## src/rtl/uart_tx_pkg.sv

```systemverilog
// uart_tx_pkg: shared definitions for the UART transmit path (and the future
// receiver): FSM state encoding, data-bit count and the clocks-per-bit helper.
// No ports; imported with "import uart_tx_pkg::*;".
package uart_tx_pkg;

    // Frame sequencer states. The encoding is fixed so that debug taps and
    // checkers see stable values.
    typedef enum logic [1:0] {
        IDLE  = 2'd0,
        START = 2'd1,
        DATA  = 2'd2,
        STOP  = 2'd3
    } state_t;

    localparam int UART_DATA_BITS = 8;

    // Integer (truncated) number of clk cycles per serial bit.
    function automatic int calc_clks_per_bit(input int clk_freq_hz, input int baud);
        return clk_freq_hz / baud;
    endfunction

endpackage

```

## src/rtl/uart_tx_if.sv

```systemverilog
// uart_tx_if: byte handshake between a producer (CPU side) and the UART
// transmitter.
//   tx_data  [7:0] byte to send, sampled only on the accepting edge
//   tx_valid       producer has a byte; held until accepted
//   tx_ready       transmitter can accept a byte
// Handshake: a byte is transferred on every rising clk edge where
// tx_valid && tx_ready are both high; tx_valid while tx_ready is low is
// ignored (no queueing), so the producer keeps tx_valid/tx_data stable until
// the transfer edge.
// Modports: master = producer, slave = transmitter.
interface uart_tx_if
    import uart_tx_pkg::*;
();
    logic [UART_DATA_BITS-1:0] tx_data;
    logic                      tx_valid;
    logic                      tx_ready;

    modport master (output tx_data, output tx_valid, input tx_ready);
    modport slave  (input tx_data, input tx_valid, output tx_ready);
endinterface

```

## src/rtl/uart_baud_counter.sv

```systemverilog
// uart_baud_counter: free-running bit-period counter, 0..CLKS_PER_BIT-1.
//   clk     system clock
//   resetn  synchronous active-low reset (count -> 0)
//   clear   synchronous clear (count -> 0), used to align the counter to the
//           start of a frame
//   tick    high for the one cycle where count == CLKS_PER_BIT-1 (bit boundary)
module uart_baud_counter #(
    parameter int CLKS_PER_BIT = 4
) (
    input  logic clk,
    input  logic resetn,
    input  logic clear,
    output logic tick
);
    localparam int CW = (CLKS_PER_BIT > 1) ? $clog2(CLKS_PER_BIT) : 1;
    localparam logic [CW-1:0] LAST = CW'(CLKS_PER_BIT - 1);

    logic [CW-1:0] count;

    always_ff @(posedge clk) begin
        if (!resetn || clear) begin
            count <= '0;
        end else if (count == LAST) begin
            count <= '0;
        end else begin
            count <= count + 1'b1;
        end
    end

    assign tick = (count == LAST);
endmodule

```

## src/rtl/uart_tx.sv

```systemverilog
// uart_tx: 8N1 UART transmitter. Accepts one byte per handshake and sends it
// as start bit (0), 8 data bits LSB first, stop bit (1), each bit held for
// CLKS_PER_BIT = CLK_FREQ_HZ/BAUD clocks.
//   clk     system clock
//   resetn  synchronous active-low reset; abandons any frame in flight
//   tx_if   byte handshake (slave side): tx_data, tx_valid, tx_ready
//   txd     serial line, idle high (registered)
//   busy    frame in progress, always !tx_ready (registered)
//   state   current sequencer state, for debug/checkers
module uart_tx
    import uart_tx_pkg::*;
#(
    parameter int CLK_FREQ_HZ = 12000000,
    parameter int BAUD        = 115200
) (
    input  logic       clk,
    input  logic       resetn,
    uart_tx_if.slave   tx_if,
    output logic       txd,
    output logic       busy,
    output state_t     state
);
    localparam int CLKS_PER_BIT = calc_clks_per_bit(CLK_FREQ_HZ, BAUD);
    localparam int BIT_CNT_W    = $clog2(UART_DATA_BITS);
    localparam logic [BIT_CNT_W-1:0] LAST_BIT = BIT_CNT_W'(UART_DATA_BITS - 1);

    generate
        if (CLKS_PER_BIT < 2) begin : g_bad_baud
            $error("uart_tx: CLK_FREQ_HZ/BAUD must be at least 2");
        end
    endgenerate

    logic                      tick;
    logic                      tx_ready_q;
    logic [UART_DATA_BITS-1:0] shift_reg;
    logic [BIT_CNT_W-1:0]      bit_cnt;

    // Holding the counter clear while idle makes the first START cycle count 0,
    // so every bit (including the start bit) lasts exactly CLKS_PER_BIT cycles.
    uart_baud_counter #(
        .CLKS_PER_BIT(CLKS_PER_BIT)
    ) u_baud (
        .clk    (clk),
        .resetn (resetn),
        .clear  (state == IDLE),
        .tick   (tick)
    );

    assign tx_if.tx_ready = tx_ready_q;

    // txd/tx_ready/busy are all updated here alongside the state so that they
    // change on the same edge as the state they belong to.
    always_ff @(posedge clk) begin
        if (!resetn) begin
            state      <= IDLE;
            txd        <= 1'b1;
            tx_ready_q <= 1'b1;
            busy       <= 1'b0;
            bit_cnt    <= '0;
            shift_reg  <= '0;
        end else begin
            case (state)
                IDLE: begin
                    // tx_ready is always high here, so tx_valid alone accepts.
                    if (tx_if.tx_valid) begin
                        shift_reg  <= tx_if.tx_data;
                        txd        <= 1'b0;
                        tx_ready_q <= 1'b0;
                        busy       <= 1'b1;
                        bit_cnt    <= '0;
                        state      <= START;
                    end
                end
                START: begin
                    if (tick) begin
                        txd   <= shift_reg[0];
                        state <= DATA;
                    end
                end
                DATA: begin
                    if (tick) begin
                        if (bit_cnt == LAST_BIT) begin
                            bit_cnt <= '0;
                            txd     <= 1'b1;
                            state   <= STOP;
                        end else begin
                            // txd is registered, so present the next bit now.
                            shift_reg <= shift_reg >> 1;
                            txd       <= shift_reg[1];
                            bit_cnt   <= bit_cnt + 1'b1;
                        end
                    end
                end
                STOP: begin
                    if (tick) begin
                        tx_ready_q <= 1'b1;
                        busy       <= 1'b0;
                        txd        <= 1'b1;
                        state      <= IDLE;
                    end
                end
                default: begin
                    state <= IDLE;
                end
            endcase
        end
    end
endmodule

```

## src/flat_wrapper.sv

```systemverilog
// flat-port wrapper written by rule: the top's interface ports become plain ports
module uart_tx_flat import uart_tx_pkg::*;
#(
    parameter int CLK_FREQ_HZ = 12000000,
    parameter int BAUD        = 115200
)
  (clk, resetn, txd, busy, state, tx_if_tx_data, tx_if_tx_valid, tx_if_tx_ready);
  uart_tx_if tx_if_i ();
  input  logic clk;
  input  logic resetn;
  output logic txd;
  output logic busy;
  output state_t state;
  input wire logic [$bits(tx_if_i.tx_data)-1:0] tx_if_tx_data;
  input wire logic [$bits(tx_if_i.tx_valid)-1:0] tx_if_tx_valid;
  output wire logic [$bits(tx_if_i.tx_ready)-1:0] tx_if_tx_ready;
  assign tx_if_i.tx_data = tx_if_tx_data;
  assign tx_if_i.tx_valid = tx_if_tx_valid;
  assign tx_if_tx_ready = tx_if_i.tx_ready;
  uart_tx #(.CLK_FREQ_HZ(CLK_FREQ_HZ), .BAUD(BAUD)) u_core (.clk(clk), .resetn(resetn), .tx_if(tx_if_i), .txd(txd), .busy(busy), .state(state));
endmodule
```

## config.mk

```make
export PLATFORM = sky130hd
export DESIGN_NAME = uart_tx_flat
export DESIGN_NICKNAME = d
export VERILOG_FILES = /design/src/rtl/uart_tx_pkg.sv /design/src/rtl/uart_tx_if.sv /design/src/rtl/uart_baud_counter.sv /design/src/rtl/uart_tx.sv /design/src/flat_wrapper.sv
export SDC_FILE = /design/constraint.sdc
export NUM_CORES = 1
export LEC_CHECK = 0
export CAP_MARGIN = 25
export CORE_ASPECT_RATIO = 0.8
export CORE_UTILIZATION = 35
export DETAILED_ROUTE_END_ITERATION = 8
export SKIP_LAST_GASP = 1
export SLEW_MARGIN = 0
export SYNTH_ARGS = -nofsm -noshare
export SYNTH_HDL_FRONTEND = slang
export SYNTH_SLANG_ARGS = --single-unit
```

## constraint.sdc

```tcl
create_clock -name clk -period 1.67 [get_ports clk]
set_input_delay 0.334 -clock clk [delete_from_list [all_inputs] [get_ports clk]]
set_output_delay 0.334 -clock clk [all_outputs]
set_load 0.01 [all_outputs]
```

==> metrics.md, run 1 <==
| Metric | Value |
|---|---|
| Status | `finished clean` |
| Total GRT Usage | `0.162` |
| Cells after synthesis | `126` |
| CP delay by family, top | `simple AND/OR/NAND/NOR gates` |
| Synthesis-to-finish area growth | `37.2%` |
| Synthesized cell area | `1150 sq um` |
| Clk network pwr share | `0.176` |
| Final core utilization | `0.509` |
| Power share of the sequential group | `0.381` |
| Ports | `16` |
| Hold Violations, Final | `0` |
| Mux contribution to synthesized area | `0.00868` |
| Via count | `1010` |
| Lkg Pwr | `0.000608 uW` |
| Die W | `66.2 um` |
| Crit path buf inv count | `1` |
| Initial antenna violation count | `0` |
| Ant diodes | `0` |
| Core Region | `3110 sq um` |
| NumNets Final | `178` |
| Top cell type's share of synthesized area | `0.399` |
| Routability cong. | `0.754` |
| Port bufs | `15` |
| Root buffer cell | `clkbuf_8` |
| Post-synth EDFFs | `0` |
| Setup TNS | `0 ns` |
| HPWL after DPL | `2040 um` |
| P per Cell Area | `1280 nW/um^2` |
| Fraction of registers with async set or reset after synthesis | `0` |
| Largest family of logic cells by synthesized area | `compound AO/OA/AOI/OAI gates` |
| Clk_skew | `0.0122 ns` |
| GRT overflow | `0` |
| Die area | `3530 sq um` |
| CTS tree | `built` |
| RR Startpoint | `u_core.state[0]` |
| DR DRC count | `0` |
| Max Freq | `605 MHz` |
| Hold Crit Class | `reg -> reg` |
| Worst EP required | `1.83 ns` |
| Critical Path Start Type | `flop` |
| Register area share after synthesis | `0.399` |
| Max FFs per register | `8` |
| Initial DRT Pass Iterations | `4` |
| YS warnings | `0` |
| Setup crit start | `u_core.state[0]` |
| Final setup violation count | `0` |
| Max Cap Viol | `0` |
| Number of global-route vias before repair | `947` |
| Initial Util | `0.371` |
| Critical path, cell by cell | `inv_4 > ha_4 > nor2b_4 > nor3_2 > nand3b_1 > o221a_2` |
| Largest net degree at the start of global routing | `14` |
| Post-synthesis compound-gate area fraction | `0.241` |
| CP max-delay cell | `dfxtp_4` |
| Num CTS Buffers | `3` |
| Top FF cell, synth | `dfxtp_1` |
| Post-layout min period | `1.65 ns` |
| Post-synthesis register bit count | `23` |
| Switch Pwr | `703 uW` |
| Synth Area in XOR/XNOR | `0.0380` |
| CTS max path bufs | `2` |
| Syn avg cell area | `9.16 sq um` |
| Post-Synth Adder-Cell Area | `0.0868` |
| Unrepaired setup endpoints after global routing | `true` |
| Vias per inst | `5.10` |
| Net switching fraction of the power | `0.346` |
| WL per Instance | `13.9 um` |
| Peak per-stage delay on the critical path | `0.39 ns` |
| Syn Nets | `145` |
| Clock Latency Late Sink | `0.27 ns` |
| Worst Path Max Fanout | `7` |
| Final Cycle Share | `0.991` |
| Distinct cells, synth | `31` |
| Clock slew at reported path FFs | `0.09 ns` |
| Clk sinks | `23` |
| H-Tree Depth | `1` |
| Slew Limit Fails | `0` |
| Comb pwr share | `0.443` |
| Antenna viol nets, final | `0` |
| Commonest cells after routing, fill and taps aside | `dfxtp_1 (19), buf_4 (17), clkdlybuf4s50_1 (14)` |
| P_int | `1330 uW` |
| Critical Path AT | `1.81 ns` |
| Cell taking the most area after synthesis | `dfxtp_1` |
| Die Y | `53.4 um` |
| Most common cell after layout, fill and taps aside | `dfxtp_1` |
| CP Capture Type | `flop` |
| Share of layout cells above drive strength 1 | `0.304` |
| Worst-Margin Slew | `0.375 ns` |
| Wire length of the first global-routing pass | `4250 um` |
| Synth top area cells | `dfxtp_1 (40%), ha_1 (8.7%), o221a_2 (7.8%), o21a_1 (4.6%), nor2_1 (3.9%)` |
| Peak supply drop | `0.502 mV` |
| Row cnt | `18` |
| Hold_ws | `0.426 ns` |
| Worst Hold Launch | `u_core.u_baud.count[0]` |
| Drt total wl | `2750 um` |
| Simple-gate portion of the synthesized area | `0.191` |
| First DRT Iteration DRCs | `49` |
| Crit Path Class | `reg -> reg` |
| Rel. slew slack | `0.748` |
worst paths after layout:
path / endpoint / cells after the start / slack, ns
worst max-delay path: u_core.shift_reg[5] / 6 / 0.02
worst min-delay path: u_core.u_baud.count[0] / 1 / 0.43
worst max register to register: u_core.shift_reg[5] / 6 / 0.02
worst min register to register: u_core.u_baud.count[0] / 1 / 0.43
power groups by stage:
stage | registers, uW | clock network (uW) | logic [uW]
after floorplan | 761 | 0 | 482
after global placement | 760 | 0 | 767
after detailed placement | 768 | 0 | 788
after CTS | 756 | 364 | 797
after global routing | 787 | 386 | 992
final | 773 | 356 | 899
through the flow:
stage	instances	setup slack [ns]	area, sq um	total power, uW
floorplan	126	0.00850	1160	1240
global placement	191	-0.0787	1450	1530
detailed placement	191	-0.173	1450	1560
CTS	195	0.000283	1510	1920
global route	198	-0.0628	1580	2170
finish	198	0.0157	1580	2030
worst reg2reg max path, cell delays in order, from the launching register on:
cell and delay, ns:
dfxtp_4 0.39, inv_4 0.04, ha_4 0.16, nor2b_4 0.13, nor3_2 0.20, nand3b_1 0.29, o221a_2 0.33
what timing repair did:
item                       4_1_cts  5_1_grt
hold endpoints to repair         0        0
buffers inserted                 0        3
pin swaps                        1        7
hold buffers                     0        0
setup endpoints to repair        8       13
gates resized for setup          2       18
routing by layer:
layer / track usage / part of all wire / up-vias
met3: 0.0453 / 0.030 / 2
met2: 0.272 / 0.45 / 12
met1: 0.207 / 0.51 / 474
met5: 0 / 0 / -
li1: - / - / 522
met4: 0.0319 / 0.0036 / 0
cell families (layout without fill, tap and decap cells):
family,count (synthesis),after routing
simple gates,42,42
compound gates,36,36
flops,23,23
buf+inv,11,43
fa+ha+maj,8,8
xor+xnor,5,5
mux,1,1
Yosys cell counts, types with 2 or more instances:
| cell type | count |
|---|---|
| dfxtp_1 | 23 |
| nor2_1 | 12 |
| a21oi_1 | 8 |
| ha_1 | 8 |
| nand2_1 | 8 |
| o221a_2 | 8 |
| inv_1 | 7 |
| nand3_1 | 7 |
| o21a_1 | 7 |
| o21ai_0 | 5 |
| clkbuf_1 | 4 |
| nand2b_1 | 3 |
| xnor2_1 | 3 |
| and3_1 | 2 |
| nand3b_1 | 2 |
| o22ai_1 | 2 |
| o32ai_1 | 2 |
| xor2_1 | 2 |
final cells by class:
type                    instances  area [sq um]
clock inverters                 1          5.00
fillers                       298          1530
multi-input cells              92           704
clock buffers                   3          41.3
well taps                      40          50.0
repair buffers                 32           280
flip-flops and latches         23           470
inverters                       7          31.3
Power figures use the tool's default switching activity.
==> run 2, diff against run 1 <==
--- a/config.mk
+++ b/config.mk
@@ -7,8 +7,10 @@
 export LEC_CHECK = 0
 export CAP_MARGIN = 25
 export CORE_ASPECT_RATIO = 0.8
-export CORE_UTILIZATION = 35
+export CORE_UTILIZATION = 47
 export DETAILED_ROUTE_END_ITERATION = 8
+export HOLD_SLACK_MARGIN = 0.12
+export PLACE_DENSITY = 0.73
 export SKIP_LAST_GASP = 1
 export SLEW_MARGIN = 0
 export SYNTH_ARGS = -nofsm -noshare
==> run 2 against run 1 <==
  * Setup slack gained 0.0033 ns
  * Clock power decreased by 22%
  * Non-clock buffer count decreased by 1
  * Global-route usage increased by 5.9 points
  * Register-to-register slack about the same
  * Routed wire length is 0.36% higher
  * Critical endpoint unchanged
  * The run now ends with design-rule violations left
  * Die area decreased by 25%
==> metrics.md, run 2 (synthesized netlist as in run 1, its figures left out) <==
| Metric | Value |
|---|---|
| CP max-delay cell | `or3b_4` |
| P per Cell Area | `1210 nW/um^2` |
| Antenna viol nets, final | `0` |
| Die W | `57.4 um` |
| DR DRC count | `2` |
| Lkg Pwr | `0.000600 uW` |
| Commonest cells after routing, fill and taps aside | `buf_4 (16), dfxtp_1 (16), clkdlybuf4s50_1 (15)` |
| Routability cong. | `0.789` |
| HPWL after DPL | `1940 um` |
| Clock slew at reported path FFs | `0.14 ns` |
| Synthesis-to-finish area growth | `38.7%` |
| Port bufs | `15` |
| P_int | `1230 uW` |
| Worst-Margin Slew | `0.334 ns` |
| Wire length of the first global-routing pass | `4300 um` |
| Die area | `2660 sq um` |
| NumNets Final | `177` |
| WL per Instance | `15.1 um` |
| Ports | `16` |
| Share of layout cells above drive strength 1 | `0.350` |
| Max FFs per register | `8` |
| Setup TNS | `0 ns` |
| Reg2Reg Depth | `4` |
| Num CTS Buffers | `3` |
| Hold Path Depth | `1` |
| Via count | `1012` |
| Root buffer cell | `clkbuf_4` |
| CTS max path bufs | `2` |
| Critical path, cell by cell | `or3b_4 > or3_4 > a21oi_4 > o221a_2` |
| Clk_skew | `0.00325 ns` |
| Worst EP required | `1.95 ns` |
| Initial antenna violation count | `0` |
| CP Capture Type | `flop` |
| Initial DRT Pass Iterations | `6` |
| Max Cap Viol | `0` |
| Vias per inst | `5.56` |
| Row cnt | `15` |
| Hold Violations, Final | `0` |
| Total Power | `1930 uW` |
| Clock Latency Late Sink | `0.32 ns` |
| Slew Limit Fails | `0` |
| Critical Path AT | `1.93 ns` |
| Max Freq | `606 MHz` |
| Power share of the sequential group | `0.392` |
| Hold_ws | `0.434 ns` |
| Hold Buf Count CTS | `0` |
| Crit Path Class | `reg -> reg` |
| Multi-input gate area | `769 sq um` |
| Switch Pwr | `699 uW` |
| Core Region | `2230 sq um` |
| Ant diodes | `0` |
| First DRT Iteration DRCs | `64` |
| Peak supply drop | `0.755 mV` |
| Number of global-route vias before repair | `940` |
| Critical Path Start Type | `flop` |
| Final setup violation count | `0` |
| H-Tree Depth | `1` |
| Total GRT Usage | `0.221` |
| Die Y | `46.3 um` |
| Post-layout min period | `1.65 ns` |
| Status | `complete, but fails checks` |
| Worst Path Max Fanout | `7` |
| Drt total wl | `2760 um` |
| Unrepaired setup endpoints after global routing | `true` |
| Hold Crit Class | `reg -> reg` |
| Largest net degree at the start of global routing | `15` |
| Peak per-stage delay on the critical path | `0.42 ns` |
| Initial Util | `0.517` |
| Net switching fraction of the power | `0.362` |
| Comb pwr share | `0.464` |
| Failing checks | `design-rule violations` |
| Critical path depth | `4` |
| Crit path buf inv count | `0` |
| # fillers | `169` |
| Clk sinks | `23` |
| Register Area | `474 sq um` |
| CTS tree | `built` |
| Clk network pwr share | `0.144` |
| Final Cycle Share | `0.989` |
| GRT overflow | `0` |
| Rel. slew slack | `0.777` |
| CP delay by family, top | `simple AND/OR/NAND/NOR gates` |
-- run 2: cell types whose count changed in the layout (fill, tap and decap cells not counted), moves of 2 or more --
cell / previous run / this run
dfxtp_2: 2 / 5
dfxtp_1: 19 / 16
clkbuf_8: 3 / 0
inv_2: 0 / 2
clkbuf_4: 0 / 3
ha_4: 1 / 3
-- run 2: path summary, 6_finish.rpt --
check                              start                      to  slack (ns)
setup / recovery  u_core.u_baud.count[3]     u_core.shift_reg[5]        0.02
hold / removal    u_core.u_baud.count[0]  u_core.u_baud.count[0]        0.43
setup reg to reg  u_core.u_baud.count[3]     u_core.shift_reg[5]        0.02
hold reg to reg   u_core.u_baud.count[0]  u_core.u_baud.count[0]        0.43
-- run 2: layout make-up --
cell class | count | area share
multi-input combinational | 92 | 0.481
sequential | 23 | 0.296
timing repair buffer | 31 | 0.169
tap | 25 | 0.0195
inverter | 7 | 0.0164
clock buffer | 3 | 0.0141
clock inverter | 1 | 0.00391
-- run 2: timing repair --
action / in CTS / in global routing
buffers inserted: 1 / 1
gates resized for setup: 2 / 28
pin swaps: 1 / 5
endpoints found under the setup margin: 8 / 13
-- run 2: per-stage QoR --
stage | worst slack, ns | area [sq um] | util | std cells
final | 0.0191 | 1600 | 0.717 | 182
after CTS | -0.0167 | 1480 | 0.661 | 181
after global placement | -0.0292 | 1430 | 0.640 | 176
after floorplan | 0.00850 | 1160 | - | 126
after global routing | -0.0384 | 1600 | 0.717 | 182
after detailed placement | -0.0990 | 1430 | 0.640 | 176
-- run 2: metal layers --
layer | vias to the layer above | GRT usage | wire [um]
met1 | 470 | 0.293 | 1460
met2 | 17 | 0.356 | 1190
met5 | - | 0 | 0
met3 | 4 | 0.0590 | 79
met4 | 0 | 0.0683 | 23
li1 | 521 | - | -
-- run 2: power groups by stage --
stage / Sequential, uW / Clock [uW] / Combinational [uW]
after floorplan: 761 / 0 / 482
after global placement: 757 / 0 / 754
after detailed placement: 761 / 0 / 771
after CTS: 749 / 284 / 785
after global routing: 774 / 311 / 990
final: 758 / 278 / 896
